--- src/rtl/vga_timing_gen.sv ---
// vga_timing_gen
//    Parametrised video timing generator for the TinyVGA PMOD path.
//    Produces beam counters, sync pulses, display enable, line/frame
//    strobes, a frame counter and a delayed copy of sync/enable that
//    lines up with a pipelined pixel datapath.
//
// Ports
//    clk           in   pixel-domain clock
//    reset         in   synchronous, active-high
//    pix_en        in   advance enable; everything steps only when high
//    hpos, vpos    out  beam position (POS_W bits)
//    hsync, vsync  out  sync levels, asserted level set by *_SYNC_POL
//    display_on    out  position lies inside the visible area
//    line_start    out  one-clk pulse on the step that lands on hpos=0
//    frame_start   out  one-clk pulse on the step that lands on (0,0)
//    frame_count   out  frames started since reset, first frame = 0
//    hsync_d, vsync_d, display_on_d
//                  out  sync/enable delayed by PIPE_DELAY pix_en steps
//
// state | meaning
// ------+--------------------------------------------------------------
// (none)  pure counter datapath; reset parks the beam at (H_MAX,V_MAX)
//         so the first step lands on (0,0) and starts frame 0.

module vga_timing_gen #(
   parameter int H_DISPLAY  = 640,
   parameter int H_FRONT    = 16,
   parameter int H_SYNC     = 96,
   parameter int H_BACK     = 48,
   parameter int V_DISPLAY  = 480,
   parameter int V_BOTTOM   = 10,
   parameter int V_SYNC     = 2,
   parameter int V_TOP      = 33,
   parameter int H_SYNC_POL = 0,
   parameter int V_SYNC_POL = 0,
   parameter int POS_W      = 10,
   parameter int FRAME_W    = 12,
   parameter int PIPE_DELAY = 0
) (
   input  logic               clk,
   input  logic               reset,
   input  logic               pix_en,
   output logic [POS_W-1:0]   hpos,
   output logic [POS_W-1:0]   vpos,
   output logic               hsync,
   output logic               vsync,
   output logic               display_on,
   output logic               line_start,
   output logic               frame_start,
   output logic [FRAME_W-1:0] frame_count,
   output logic               hsync_d,
   output logic               vsync_d,
   output logic               display_on_d
);

   localparam int H_TOTAL = H_DISPLAY + H_FRONT + H_SYNC + H_BACK;
   localparam int V_TOTAL = V_DISPLAY + V_BOTTOM + V_SYNC + V_TOP;

   localparam logic [POS_W-1:0] H_MAX    = POS_W'(H_TOTAL - 1);
   localparam logic [POS_W-1:0] V_MAX    = POS_W'(V_TOTAL - 1);
   localparam logic [POS_W-1:0] H_DISP   = POS_W'(H_DISPLAY);
   localparam logic [POS_W-1:0] V_DISP   = POS_W'(V_DISPLAY);
   localparam logic [POS_W-1:0] HS_FIRST = POS_W'(H_DISPLAY + H_FRONT);
   localparam logic [POS_W-1:0] HS_LAST  = POS_W'(H_DISPLAY + H_FRONT + H_SYNC - 1);
   localparam logic [POS_W-1:0] VS_FIRST = POS_W'(V_DISPLAY + V_BOTTOM);
   localparam logic [POS_W-1:0] VS_LAST  = POS_W'(V_DISPLAY + V_BOTTOM + V_SYNC - 1);

   localparam logic HS_ON = (H_SYNC_POL != 0);
   localparam logic VS_ON = (V_SYNC_POL != 0);

   logic [POS_W-1:0] h_nxt;
   logic [POS_W-1:0] v_nxt;
   logic             h_wrap;
   logic             f_wrap;
   logic             hs_nxt;
   logic             vs_nxt;
   logic             de_nxt;

   // Sync and enable are decoded from the next position and registered
   // alongside it, so they always describe the position on hpos/vpos.
   always_comb begin
      h_wrap = (hpos == H_MAX);
      f_wrap = h_wrap && (vpos == V_MAX);
      h_nxt  = h_wrap ? '0 : hpos + POS_W'(1);
      v_nxt  = vpos;
      if (h_wrap) begin
         v_nxt = (vpos == V_MAX) ? '0 : vpos + POS_W'(1);
      end
      hs_nxt = ((h_nxt >= HS_FIRST) && (h_nxt <= HS_LAST)) ? HS_ON : ~HS_ON;
      vs_nxt = ((v_nxt >= VS_FIRST) && (v_nxt <= VS_LAST)) ? VS_ON : ~VS_ON;
      de_nxt = (h_nxt < H_DISP) && (v_nxt < V_DISP);
   end

   always_ff @(posedge clk) begin
      if (reset) begin
         hpos        <= H_MAX;
         vpos        <= V_MAX;
         hsync       <= ~HS_ON;
         vsync       <= ~VS_ON;
         display_on  <= 1'b0;
         line_start  <= 1'b0;
         frame_start <= 1'b0;
         frame_count <= '1;
      end else if (pix_en) begin
         hpos        <= h_nxt;
         vpos        <= v_nxt;
         hsync       <= hs_nxt;
         vsync       <= vs_nxt;
         display_on  <= de_nxt;
         line_start  <= h_wrap;
         frame_start <= f_wrap;
         if (f_wrap) begin
            frame_count <= frame_count + FRAME_W'(1);
         end
      end else begin
         // position held: strobes must not repeat
         line_start  <= 1'b0;
         frame_start <= 1'b0;
      end
   end

   generate
      if (PIPE_DELAY == 0) begin : g_no_delay
         assign hsync_d      = hsync;
         assign vsync_d      = vsync;
         assign display_on_d = display_on;
      end else begin : g_delay
         localparam logic [2:0] STAGE_RST = {~HS_ON, ~VS_ON, 1'b0};

         logic [2:0] stage [PIPE_DELAY];

         always_ff @(posedge clk) begin
            if (reset) begin
               for (int i = 0; i < PIPE_DELAY; i++) begin
                  stage[i] <= STAGE_RST;
               end
            end else if (pix_en) begin
               stage[0] <= {hsync, vsync, display_on};
               for (int i = 1; i < PIPE_DELAY; i++) begin
                  stage[i] <= stage[i-1];
               end
            end
         end

         assign hsync_d      = stage[PIPE_DELAY-1][2];
         assign vsync_d      = stage[PIPE_DELAY-1][1];
         assign display_on_d = stage[PIPE_DELAY-1][0];
      end
   endgenerate

endmodule

--- config.mk ---
export PLATFORM = sky130hd
export DESIGN_NAME = vga_timing_gen
export DESIGN_NICKNAME = d
export VERILOG_FILES = /design/src/rtl/vga_timing_gen.sv
export SDC_FILE = /design/constraint.sdc
export NUM_CORES = 1
export LEC_CHECK = 0
export CORE_ASPECT_RATIO = 1.2
export CORE_UTILIZATION = 50
export DETAILED_ROUTE_END_ITERATION = 10
export PLACE_DENSITY = 0.85
export SLEW_MARGIN = 20
export SYNTH_ARGS = -nofsm -noshare
export SYNTH_HDL_FRONTEND = slang
export SYNTH_SLANG_ARGS = --single-unit
export TNS_END_PERCENT = 20
--- constraint.sdc ---
create_clock -name clk -period 2.4 [get_ports clk]
set_input_delay 0.24 -clock clk [delete_from_list [all_inputs] [get_ports clk]]
set_output_delay 0.24 -clock clk [all_outputs]
set_load 0.01 [all_outputs]
## Word level (Yosys, flattened, before mapping)

Cells that the tools add are included.

| operators by class | value |
|---|---|
| add/sub/neg operators | 3 |
| equality and inequality tests | 2 |
| order comparisons | 6 |
| multiplexer cells | 5 |
| bitwise operators | 1 |
| reduce and logical (&&, ||, !) cells | 6 |

Operators with widths:

| operator | count |
|---|---|
| 10-bit 2-to-1 mux | 3 |
| 10-bit by 1-bit adder with 10-bit output, second input constant | 2 |
| 10-bit == test, second input constant | 2 |
| 12-bit by 1-bit adder with 12-bit output, second input constant | 1 |
| 10-bit >= comparator, second input constant | 1 |
| 10-bit by 9-bit >= comparator with 1-bit output, second input constant | 1 |
| 10-bit less-or-equal comparator, second input constant | 1 |
| 10-bit by 9-bit less-or-equal comparator with 1-bit output, second input constant | 1 |
| 10-bit less-than comparator, second input constant | 1 |
| 10-bit by 9-bit less-than comparator with 1-bit output, second input constant | 1 |
| 1-bit logical AND | 4 |
| 1-bit 2-to-1 mux | 2 |
| 2-bit AND reduction | 1 |
| 2-bit OR reduction | 1 |
| 1-bit inverter | 1 |

| word-level totals | value |
|---|---|
| flip-flop bits (word level) | 37 |
| output and inout bits | 40 |
| logic and storage cells | 31 |
| input bits | 3 |

## Longest topological paths before layout

| depth | value |
|---|---|
| depth after elaboration | 6 |
| mapped depth | 9 |
| mapped depth without buffers | 8 |

## Least setup slack after synthesis

Ideal clock, no wire load.

| timing | value |
|---|---|
| kind | flip-flop to flip-flop |
| start point | reg hpos[0] |
| end point | reg frame_count[11] |
| arrival time | 2.115 ns |
| library setup time | 0.127 ns |
| required time | 2.273 ns |
| setup slack | 0.158 ns |
| clock period less this slack | 2.242 ns |
| path buffers | 2 |
| cell stages (with the launch flop) | 10 |
| cells stage by stage | dfxtp_1 -> ha_1 -> and4_1 -> buf_4 -> and4_4 -> and2_4 -> buf_8 -> nand4_4 -> o21ai_1 -> or3b_1 |

| on the way | value |
|---|---|
| cells in the longest elaborated chain, start to end | 3 |

RTL lines:

| item | RTL line | source |
|---|---|---|
| start: declaration | 43 | `output logic [POS_W-1:0] hpos,` |
| start signal: assignment | 105 | `hpos <= h_nxt;` |
| 10-bit == test | 82 | `h_wrap = (hpos == H_MAX);` |
| 1-bit logical AND | 83 | `f_wrap = h_wrap && (vpos == V_MAX);` |
| 2-bit AND reduction (no line) | n/a |  |
| end signal: assignment | 113 | `frame_count <= frame_count + FRAME_W'(1);` |
| end: declaration | 50 | `output logic [FRAME_W-1:0] frame_count,` |

Every way passes these cells.
A chain may end at the register's enable or synchronous reset.

## Final worst setup path

| timing | value |
|---|---|
| start point | reg hpos[1] |
| end point | reg frame_count[7] |

The elaborated chain is that of the path after synthesis.

==> results.rst <==
.. list-table::
   :header-rows: 1

   * - Metric
     - Value
   * - Die Y
     - slightly above 70 um
   * - Cell area after layout
     - around 2600 um2
   * - Count of antenna diodes in the layout
     - 0
   * - Fraction of final layout cells sized beyond drive strength 1
     - 0.08844
   * - Count of buffers from port buffering
     - 42
   * - Number of enable flip-flop cells after synthesis
     - 0
   * - R2R Path End
     - frame_count[7]$_SDFFE_PP1P_
   * - DR iter-0 viols
     - 246
   * - Final Net Count
     - roughly 300
   * - Min Clock Period, post-route
     - about 2200 ps
   * - Clk Latency, worst-skew pair
     - between 200 and 300 ps
   * - # hold bufs at CTS
     - 0
   * - Pin count of the biggest net entering global routing
     - 37
   * - DRC
     - 0
   * - CTS Buffer Depth
     - 2
   * - List of most frequent post-synthesis cells
     - 37 x sky130_fd_sc_hd__dfxtp_1, 23 x sky130_fd_sc_hd__nand2_1, 20 x sky130_fd_sc_hd__nor2_1
   * - R2r setup slk
     - 200 ps
   * - Worst setup path startpoint
     - hpos[1]$_SDFFE_PP1P_
   * - Detailed-route vias per instance
     - a little under 6
   * - Netlist Area Pre-Place
     - roughly 2100 um2
   * - Final ANT Viol Nets
     - 0
   * - Portion of synthesized cell area occupied by the leading cell type
     - 0.3588
   * - Count of final hold-check violations
     - 0
   * - Combined global-route utilization of all metal layers
     - 0.2383
   * - Overall overflow remaining after global route
     - 0
   * - Cell types occupying the most area after synthesis
     - sky130_fd_sc_hd__dfxtp_1 36%, sky130_fd_sc_hd__xor2_1 4.2%, sky130_fd_sc_hd__nand2_1 4.2%, sky130_fd_sc_hd__a21oi_1 4.1%, sky130_fd_sc_hd__nor2_1 3.6%
   * - Sequential cell area fraction in the yosys report
     - 0.3588
   * - Post-detailed-routing wire length
     - approximately 5000 um
   * - CP Capture Point
     - frame_count[7]$_SDFFE_PP1P_
   * - Global placer's final weighted congestion
     - roughly 0.90
   * - TritonCTS clock tree
     - done
   * - Top cell type by total area after synthesis
     - sky130_fd_sc_hd__dfxtp_1
   * - Hold Crit Class
     - register to register
   * - Ratio of final minimum period to clock period
     - 0.9159
   * - Data required time at the worst endpoint
     - around 2600 ps
   * - Top fanout value on the critical path
     - 10
   * - Core region area
     - ~3900 um2
   * - F_max
     - 0.4549 GHz
   * - Length of the first detailed-routing pass in iterations
     - 5
   * - CTS H-Tree Depth
     - 2
   * - Synth warnings
     - 0
   * - Status
     - complete, no violations
   * - Avg Cell Area, Syn
     - 8.160 um2
   * - Max-slew headroom
     - 0.6867
   * - Length in cells of the worst reg-to-reg path
     - 7
   * - Power Density
     - roughly 640 nW/um2
   * - Source of the worst register-to-register timing path
     - hpos[1]$_SDFFE_PP1P_
   * - Most common cell in the netlist
     - sky130_fd_sc_hd__dfxtp_1
   * - Clock-pin slew on the worst setup and hold paths
     - around 70 ps
   * - Count of clock tree sinks
     - 37
   * - Average wire per standard cell
     - 14.01 um
   * - Count of standard-cell rows
     - 25
   * - Setup TNS
     - 0 ps
   * - Buffers inserted during post-CTS setup optimization
     - 0
   * - Met3 track utilization from global routing
     - 0.04635
   * - Lkg Pwr
     - about 0.96 nW
   * - Unrepaired setup endpoints after global routing
     - false
   * - Floorplan die area
     - 4391 um2
   * - Layer with the highest usage after global routing
     - met2
   * - Endpoint kind of the worst setup timing path
     - register
   * - Arrival @ worst endpoint
     - 2370 ps
   * - Syn nets
     - 261
   * - Worst-margin pin slew
     - 458.1 ps
   * - Clk_skew
     - roughly 4.4 ps
   * - Worst setup path category
     - register to register
   * - First-pass GRT wire length
     - between 7000 and 8000 um
   * - Kind of launch point of the worst setup path
     - register
   * - Number of setup violations in the final report
     - 0
   * - Main synth FF type
     - sky130_fd_sc_hd__dfxtp_1
   * - Syn-to-layout area delta
     - 27.51%
   * - CTS buffer count
     - 5
   * - Met1 routing resource usage after global routing
     - 0.3009
   * - Buffer type at the clock tree root
     - sky130_fd_sc_hd__clkbuf_8
   * - Area of placed instances
     - 2520 um2
   * - Vias
     - around 2k
   * - Number of distinct library cell variants in the gate-level netlist after synthesis
     - 46
   * - Die span in x
     - just over 60 um
   * - Post-CTS Resized
     - 0
   * - Initial antenna violation count
     - 0
   * - Vias in the first global route
     - between 1.5k and 2k
   * - Detailed Place HPWL
     - between 3000 and 4000 um
   * - Maxcap violations
     - 0
   * - Share of synthesized registers carrying an async set or reset
     - 0
   * - Number of pins exceeding their max-slew limit in the final report
     - 0
   * - Flip-flop and latch count after synthesis
     - 37
   * - Met2 Use GR
     - 0.3810
   * - Number of placed I/O pins
     - 43
   * - Starting density of the core
     - 0.5238
   * - Post-synthesis instance total
     - approximately 250
   * - IR Drop Worst-Case VDD
     - between 0.4 and 0.5 mV
## power breakdown
group	internal, mW	switching [mW]
sequential	0.662	0.0715
combinational	0.238	0.245
clock	0.260	0.217
total	1.16	0.534
## placed cells by master (no fill, tap or decap), types with 2 or more instances in the layout
cell type / netlist / routed
sky130_fd_sc_hd__clkdlybuf4s50_1: 0 / 42
sky130_fd_sc_hd__dfxtp_1: 37 / 36
sky130_fd_sc_hd__nand2_1: 23 / 23
sky130_fd_sc_hd__nor2_1: 20 / 20
sky130_fd_sc_hd__a21oi_1: 17 / 17
sky130_fd_sc_hd__nor3_1: 12 / 12
sky130_fd_sc_hd__o21ai_0: 12 / 12
sky130_fd_sc_hd__xor2_1: 10 / 10
sky130_fd_sc_hd__nand2b_1: 10 / 10
sky130_fd_sc_hd__nand4_1: 9 / 9
sky130_fd_sc_hd__nand3_1: 9 / 9
sky130_fd_sc_hd__buf_4: 4 / 8
sky130_fd_sc_hd__and3_1: 7 / 7
sky130_fd_sc_hd__clkbuf_8: 0 / 7
sky130_fd_sc_hd__nor2b_1: 6 / 6
sky130_fd_sc_hd__xnor2_1: 6 / 6
sky130_fd_sc_hd__inv_1: 5 / 5
sky130_fd_sc_hd__o21ai_1: 4 / 4
sky130_fd_sc_hd__or3b_1: 4 / 4
sky130_fd_sc_hd__a31oi_1: 4 / 4
sky130_fd_sc_hd__ha_1: 5 / 4
sky130_fd_sc_hd__and4_1: 4 / 3
sky130_fd_sc_hd__a211o_1: 3 / 3
sky130_fd_sc_hd__nor4b_1: 3 / 2
sky130_fd_sc_hd__and2_1: 2 / 2
sky130_fd_sc_hd__nand3b_1: 2 / 2
sky130_fd_sc_hd__and3_2: 2 / 2
sky130_fd_sc_hd__o31ai_1: 2 / 2
sky130_fd_sc_hd__a2111oi_0: 2 / 2
sky130_fd_sc_hd__a211oi_1: 2 / 2
## critical path: stages (launching register included)
cell and delay, ps:
sky130_fd_sc_hd__dfxtp_2 380, sky130_fd_sc_hd__ha_2 240, sky130_fd_sc_hd__and4_2 320, sky130_fd_sc_hd__and4_4 250, sky130_fd_sc_hd__and2_4 210, sky130_fd_sc_hd__nand4_4 170, sky130_fd_sc_hd__o21ai_1 160, sky130_fd_sc_hd__or3b_1 350
## how the worst min path moves through the flow
stage | depth (start not counted) | start | slack (ps) | endpoint
floorplan | 2 | pix_en | 420 | line_start$_SDFF_PP0_
global placement | 2 | display_on$_SDFFE_PP0P_ | 470 | display_on$_SDFFE_PP0P_
detailed placement | 2 | display_on$_SDFFE_PP0P_ | 470 | display_on$_SDFFE_PP0P_
CTS | 2 | display_on$_SDFFE_PP0P_ | 480 | display_on$_SDFFE_PP0P_
global route | 2 | display_on$_SDFFE_PP0P_ | 520 | display_on$_SDFFE_PP0P_
finish | 2 | display_on$_SDFFE_PP0P_ | 480 | display_on$_SDFFE_PP0P_
## cell type report
type | count | area (um2)
fillers | 350 | 1309
multi-input cells | 194 | 1222
flip-flops and latches | 37 | 742.0
repair buffers | 50 | 480.5
clock buffers | 7 | 96.34
well taps | 54 | 67.56
inverters | 5 | 18.77
clock inverters | 1 | 5.005
## per-stage QoR
step	setup WS, ps	hold slack [ps]	utilization	total power [mW]	instances
6_report	201.9	481.0	0.6679	1.694	348
2_1_floorplan	158.1	423.4	-	1.045	253
3_5_place_dp	55.66	472.0	0.6394	1.222	340
3_3_place_gp	170.7	469.3	0.6394	1.210	340
4_1_cts	42.26	481.1	0.6651	1.695	348
5_1_grt	45.88	523.0	0.6679	1.791	348
## cell families (layout without fill, tap and decap cells)
| kind of cell | after synthesis | count (layout) | synth area share |
|---|---|---|---|
| flops | 37 | 37 | 0.3588 |
| compound gates | 52 | 52 | 0.1533 |
| fa+ha+maj | 5 | 5 | 0.03030 |
| simple gates | 121 | 121 | 0.3358 |
| buf+inv | 22 | 63 | 0.05394 |
| xor+xnor | 16 | 16 | 0.06788 |
## routing by layer
metal  vias up  part of all wire  routed length (um)
li1        990                 -                   -
met3         8             0.058                 283
met5         -                 0                   0
met4         0             0.014                  68
met2        79              0.51                2464
met1       941              0.42                2058
## state kept, by name (all words and copies together), names as in the netlist
name	count
vsync	1
frame_count	12
line_start	1
frame_start	1
hsync	1
display_on	1
hpos	10
vpos	10
Note: power is estimated with default switching activity, not from simulation.
